### src/rtl/uart_tx_arbiter.sv
// Round-robin arbiter that shares one UART transmitter among N byte requesters.
// Each transfer runs IDLE -> ISSUE -> WAIT_START -> WAIT_DONE, with a bounded wait for busy to rise.
module uart_tx_arbiter #(
    parameter int N        = 4,
    parameter int W        = 8,
    parameter int START_TO = 8,
    localparam int IW      = $clog2(N)
) (
    input  logic           i_clk,
    input  logic           i_rst,
    input  logic [N-1:0]   i_req,
    input  logic [N*W-1:0] i_data,
    output logic [N-1:0]   o_gnt,
    output logic [W-1:0]   o_tx_data,
    output logic           o_tx_we,
    input  logic           i_tx_busy,
    output logic           o_busy,
    output logic [IW-1:0]  o_owner,
    output logic           o_timeout
);

    localparam int CW = $clog2(START_TO) + 1;

    typedef enum logic [1:0] {
        S_IDLE,
        S_ISSUE,
        S_WAIT_START,
        S_WAIT_DONE
    } state_t;

    state_t          r_state;
    logic [IW-1:0]   r_last;
    logic [IW-1:0]   r_owner;
    logic [W-1:0]    r_tx_data;
    logic [N-1:0]    r_gnt;
    logic            r_tx_we;
    logic            r_timeout;
    logic [CW-1:0]   r_cnt;

    logic            w_found;
    logic [IW-1:0]   w_winner;
    logic [IW-1:0]   w_idx;
    logic [W-1:0]    w_win_data;
    logic [CW-1:0]   w_cnt_next;

    // Scan from the requester after the last winner, wrapping mod N.
    always_comb begin
        // NOTE: every combinational output gets a default first so no path can infer a latch.
        w_found    = 1'b0;
        w_winner   = r_last;
        w_idx      = '0;
        w_win_data = '0;
        for (int k = 1; k <= N; k++) begin
            w_idx = IW'((int'(r_last) + k) % N);
            if (!w_found && i_req[w_idx]) begin
                w_found  = 1'b1;
                w_winner = w_idx;
            end
        end
        for (int k = 0; k < N; k++) begin
            if (IW'(k) == w_winner) begin
                w_win_data = i_data[k*W +: W];
            end
        end
    end

    assign w_cnt_next = (r_cnt == '1) ? r_cnt : r_cnt + 1'b1;

    always_ff @(posedge i_clk or posedge i_rst) begin
        if (i_rst) begin
            r_state   <= S_IDLE;
            r_last    <= IW'(N - 1);
            r_owner   <= '0;
            r_tx_data <= '0;
            r_gnt     <= '0;
            r_tx_we   <= 1'b0;
            r_timeout <= 1'b0;
            r_cnt     <= '0;
        end else begin
            // NOTE: state registers use non-blocking assignments so every branch sees pre-edge values.
            r_gnt     <= '0;
            r_tx_we   <= 1'b0;
            r_timeout <= 1'b0;
            case (r_state)
                S_IDLE: begin
                    if (w_found && !i_tx_busy) begin
                        r_tx_data <= w_win_data;
                        r_owner   <= w_winner;
                        r_last    <= w_winner;
                        r_gnt     <= {{(N-1){1'b0}}, 1'b1} << w_winner;
                        r_tx_we   <= 1'b1;
                        r_state   <= S_ISSUE;
                    end
                end
                S_ISSUE: begin
                    r_cnt   <= '0;
                    r_state <= S_WAIT_START;
                end
                S_WAIT_START: begin
                    if (i_tx_busy) begin
                        r_state <= S_WAIT_DONE;
                    end else begin
                        r_cnt <= w_cnt_next;
                        // The byte is abandoned, not retried: its grant was already given.
                        if (w_cnt_next >= CW'(START_TO - 1)) begin
                            r_timeout <= 1'b1;
                            r_state   <= S_IDLE;
                        end
                    end
                end
                S_WAIT_DONE: begin
                    if (!i_tx_busy) begin
                        r_state <= S_IDLE;
                    end
                end
                default: r_state <= S_IDLE;
            endcase
        end
    end

    assign o_gnt     = r_gnt;
    assign o_tx_data = r_tx_data;
    assign o_tx_we   = r_tx_we;
    assign o_owner   = r_owner;
    assign o_timeout = r_timeout;
    assign o_busy    = (r_state != S_IDLE);

endmodule
### config.mk
export PLATFORM = sky130hd
export DESIGN_NAME = uart_tx_arbiter
export DESIGN_NICKNAME = d
export VERILOG_FILES = /design/src/rtl/uart_tx_arbiter.sv
export SDC_FILE = /design/constraint.sdc
export NUM_CORES = 1
export LEC_CHECK = 0
export ABC_CLOCK_PERIOD_IN_PS = 1800
export CORE_AREA = 2 2 52 73
export DETAILED_ROUTE_END_ITERATION = 12
export DIE_AREA = 0 0 54 75
export PLACE_DENSITY_LB_ADDON = 0.08
export SLEW_MARGIN = 25
export SYNTH_ARGS = -nofsm -noshare
export SYNTH_HDL_FRONTEND = slang
export SYNTH_SLANG_ARGS = --single-unit
### constraint.sdc
create_clock -name i_clk -period 1.8 [get_ports i_clk]
set_input_delay 0.18 -clock i_clk [delete_from_list [all_inputs] [get_ports i_clk]]
set_output_delay 0.18 -clock i_clk [all_outputs]
set_load 0.01 [all_outputs]
==> results.md <==
* Initial core utilization at 0.403
* VDD IR max at 0.804 mV
* Period minus WS final at around 1700 ps
* Worst-Margin Slew at 325 ps
* Post-CTS Hold Fix Bufs at 0
* Total CTS buffers at 3
* Hpwl dp at between 2000 and 3000 µm
* Cell Int Power at 1.83 mW
* Clk sink count at 24
* Gate Count Post-Synth at about 140
* Crit-path slowest cell: dfstp_2
* Data arrival time of the critical path at approximately 1900 ps
* Post-Place Cells at between 200 and 250
* Setup slack, reg-to-reg at just over 70 ps
* EDFF count, synth at 0
* CP max FO at 8
* GRT overflow at 0
* Final WL at ~3500 µm
* Status: finished, final reports clean
* Crit-path cells: nand2b_1, a21bo_4, and3_4, buf_12, mux2i_2, o221ai_1
* Tightest Hold Check Type: primary input to async pin
* Slew Viols, Final at 0
* Clock latency on the worst-skew pair at between 200 and 300 ps
* Syn Area/Cell at between 9 and 10 µm²
* Drt wl/cell at between 10 and 15 µm
* Relative slew margins at 0.781
* Setup violations, final at 0
* Combinational power share at 0.504
* Static Leak at between 0.9 and 1 nW
* Root Driver: clkbuf_8
* # rows at 25
* TritonCTS clock tree: done
* Synth warn at 0
* Reg2Reg Depth at 6
* FF+latch count, synth at 24
* Clock Path Buffers at 2
* Net Switching at 0.944 mW
* Critical path startpoint: r_last[0]
* Clock Pin Slew Worst Setup and Hold Paths at around 80 ps
* Sw Share at 0.340
* Slowest Stage Delay on Critical Path at around 580 ps
* Initial antenna violation count at 0
* Final routed DRC violation total at 0
* Avg Vias per Cell at just over 5
* Worst Setup EP: o_tx_data[2]
* Ant diodes at 0
* Port bufs at between 50 and 60
* Vias in the first global route at roughly 1300
* Die Ht at approximately 75 µm
* Pin count of the biggest net entering global routing at 25
* Tot GR Track Use at 0.180
* Synth-to-layout area growth at 57.9%
* DIE AREA at 4050 µm²
* Number of fill cells at 300
* Drt pass-1 iters at 4
* Seq/Total Area, Yosys at 0.443
* Multi-input gate area at around 700 µm²
* Worst path bufs/invs at 1
* Starting DRT DRC Count at 16
* Flop pwr share at 0.329
* Critical path's top delay family: flip-flops
* Clock Power Share at 0.167
* Final clock skew at 3.70 ps
* Chip width at approximately 54 µm
* Core Area at 3380 µm²
* Final Hold Viols at 0
* Fmax at 578 MHz
* CP endpoint kind: flop
* Levels on crit path at 6
* Layout Utilization at 0.637
* Layout Cells excl Fill at roughly 250
* Syn_nets at 183
* Layout Nets at about 250
* Part of the cycle the worst path needs at 0.961
* Via count at roughly 1300
* MaxCap Viol Count at 0
* Required @ worst endpoint at roughly 1900 ps
* H-tree depth at 1
* Synthesized area at 1360 µm²
* Antenna Nets Post-Route at 0
* Register area at between 600 and 700 µm²
* Worst r2r dst: o_tx_data[2]
* Layout cell share with drive strength beyond 1 at 0.165
* Reg2reg start: r_last[0]
* Ys async rst share at 1.00
* Unique masters post-synth at 36
* Ports at between 50 and 60
* Startpoint Class: flop
* Routability Congestion at ~0.77
* Global-route wire length before repair at about 5400 µm
* TNS Setup at 0 ps
* Prevailing post-synth register cell: dfrtp_1
* Pwr per Cell Area at 1290 nW/µm²
* Kind of critical path: flop to flop
## Yosys cell counts (2+ instances only)
| cell type | number | area share |
|---|---|---|
| dfrtp_1 | 22 | 0.40 |
| nand2_1 | 22 | 0.061 |
| mux2i_1 | 14 | 0.10 |
| nor2_1 | 12 | 0.033 |
| inv_1 | 9 | 0.025 |
| a21oi_1 | 8 | 0.029 |
| o21ai_0 | 6 | 0.022 |
| nand2b_1 | 5 | 0.023 |
| a31oi_1 | 4 | 0.018 |
| and4_2 | 4 | 0.029 |
| o211ai_1 | 4 | 0.022 |
| o221ai_1 | 4 | 0.026 |
| nor3_1 | 3 | 0.011 |
| buf_6 | 2 | 0.017 |
| dfstp_2 | 2 | 0.039 |
| o22ai_1 | 2 | 0.0092 |
## stage by stage
stage | hold slack (ps) | total power [mW] | area, µm² | setup WS [ps]
finish | 256 | 2.77 | 2150 | 70.7
CTS | 269 | 2.66 | 2090 | 0.227
global placement | 472 | 2.16 | 2020 | -51.7
global route | 288 | 2.97 | 2150 | -12.6
floorplan | 193 | 1.67 | 1360 | 144
detailed placement | 481 | 2.20 | 2020 | -118
## power groups by stage
stage / Sequential, mW / Combinational, mW / Clock, mW
after global placement: 0.909 / 1.25 / 0
after floorplan: 0.911 / 0.756 / 0
after CTS: 0.905 / 1.29 / 0.470
after detailed placement: 0.913 / 1.28 / 0
after global routing: 0.935 / 1.53 / 0.499
final: 0.914 / 1.40 / 0.463
## logic make-up (layout without fill, tap and decap cells)
group	Yosys count	count (layout)	share of synthesized area
simple gates	52	52	0.187
buf+inv	15	84	0.0652
mux	14	14	0.103
fa+ha+maj	1	1	0.00918
compound gates	37	37	0.193
flops	24	24	0.443
## registers in the layout, summed over array words and instances (netlist names)
register / count
o_gnt: 4
o_owner: 2
o_timeout: 1
o_tx_data: 8
o_tx_we: 1
r_cnt: 4
r_last: 2
r_state: 2
## final cells by class
cell class | count | area share
multi-input combinational | 104 | 0.323
clock buffer | 3 | 0.0192
clock inverter | 1 | 0.0140
tap | 40 | 0.0233
sequential | 24 | 0.281
timing repair buffer | 70 | 0.322
inverter | 10 | 0.0175
## placed cells by master, fill, tap and decap left out, drive strengths merged
cell	synthesis	final
nand2	22	22
nor3	3	3
a21oi	8	8
a211oi	1	1
and4	4	4
and3	1	1
buf	4	14
clkbuf	1	4
mux2i	14	14
nor2	12	12
a2111o	1	1
clkdlybuf4s50	0	55
nand2b	6	6
a311oi	1	1
o22a	1	1
bufinv	0	1
nor2b	2	2
a31o	1	1
nand3	1	1
o221ai	4	4
a21bo	1	1
dfstp	2	2
o2bb2ai	1	1
nor4	1	1
dfrtp	22	22
o21ai	6	6
o22ai	2	2
a31oi	4	4
ha	1	1
o21bai	1	1
inv	10	10
o211ai	4	4
a22oi	1	1
## worst min path at each step
| stage | endpoint | slack, ps | cells past startpoint |
|---|---|---|---|
| 2_1_floorplan | o_gnt[0] | 190 | 1 |
| 3_3_place_gp | o_owner[1] | 470 | 2 |
| 3_5_place_dp | o_tx_data[6] | 480 | 2 |
| 4_1_cts | o_timeout | 270 | 3 |
| 5_1_grt | o_timeout | 290 | 3 |
| 6_report | o_owner[1] | 260 | 3 |
## tightest hold or removal path, stage by stage
cell and delay, ps:
clkdlybuf4s50_1 400, inv_1 50, buf_4 290
## timing repair
| item | in CTS | in global routing |
|---|---|---|
| setup endpoints to repair | 0 | 9 |
| resized for setup | 0 | 6 |
| setup buffers | 0 | 1 |
## routing by layer
metal	vias up	routed length [µm]	GRT usage
met2	36	1960	0.333
met4	0	12	0.0417
met5	-	0	0
met3	2	149	0.0298
li1	650	-	-
met1	619	1420	0.212
Power figures use the tool's default switching activity.
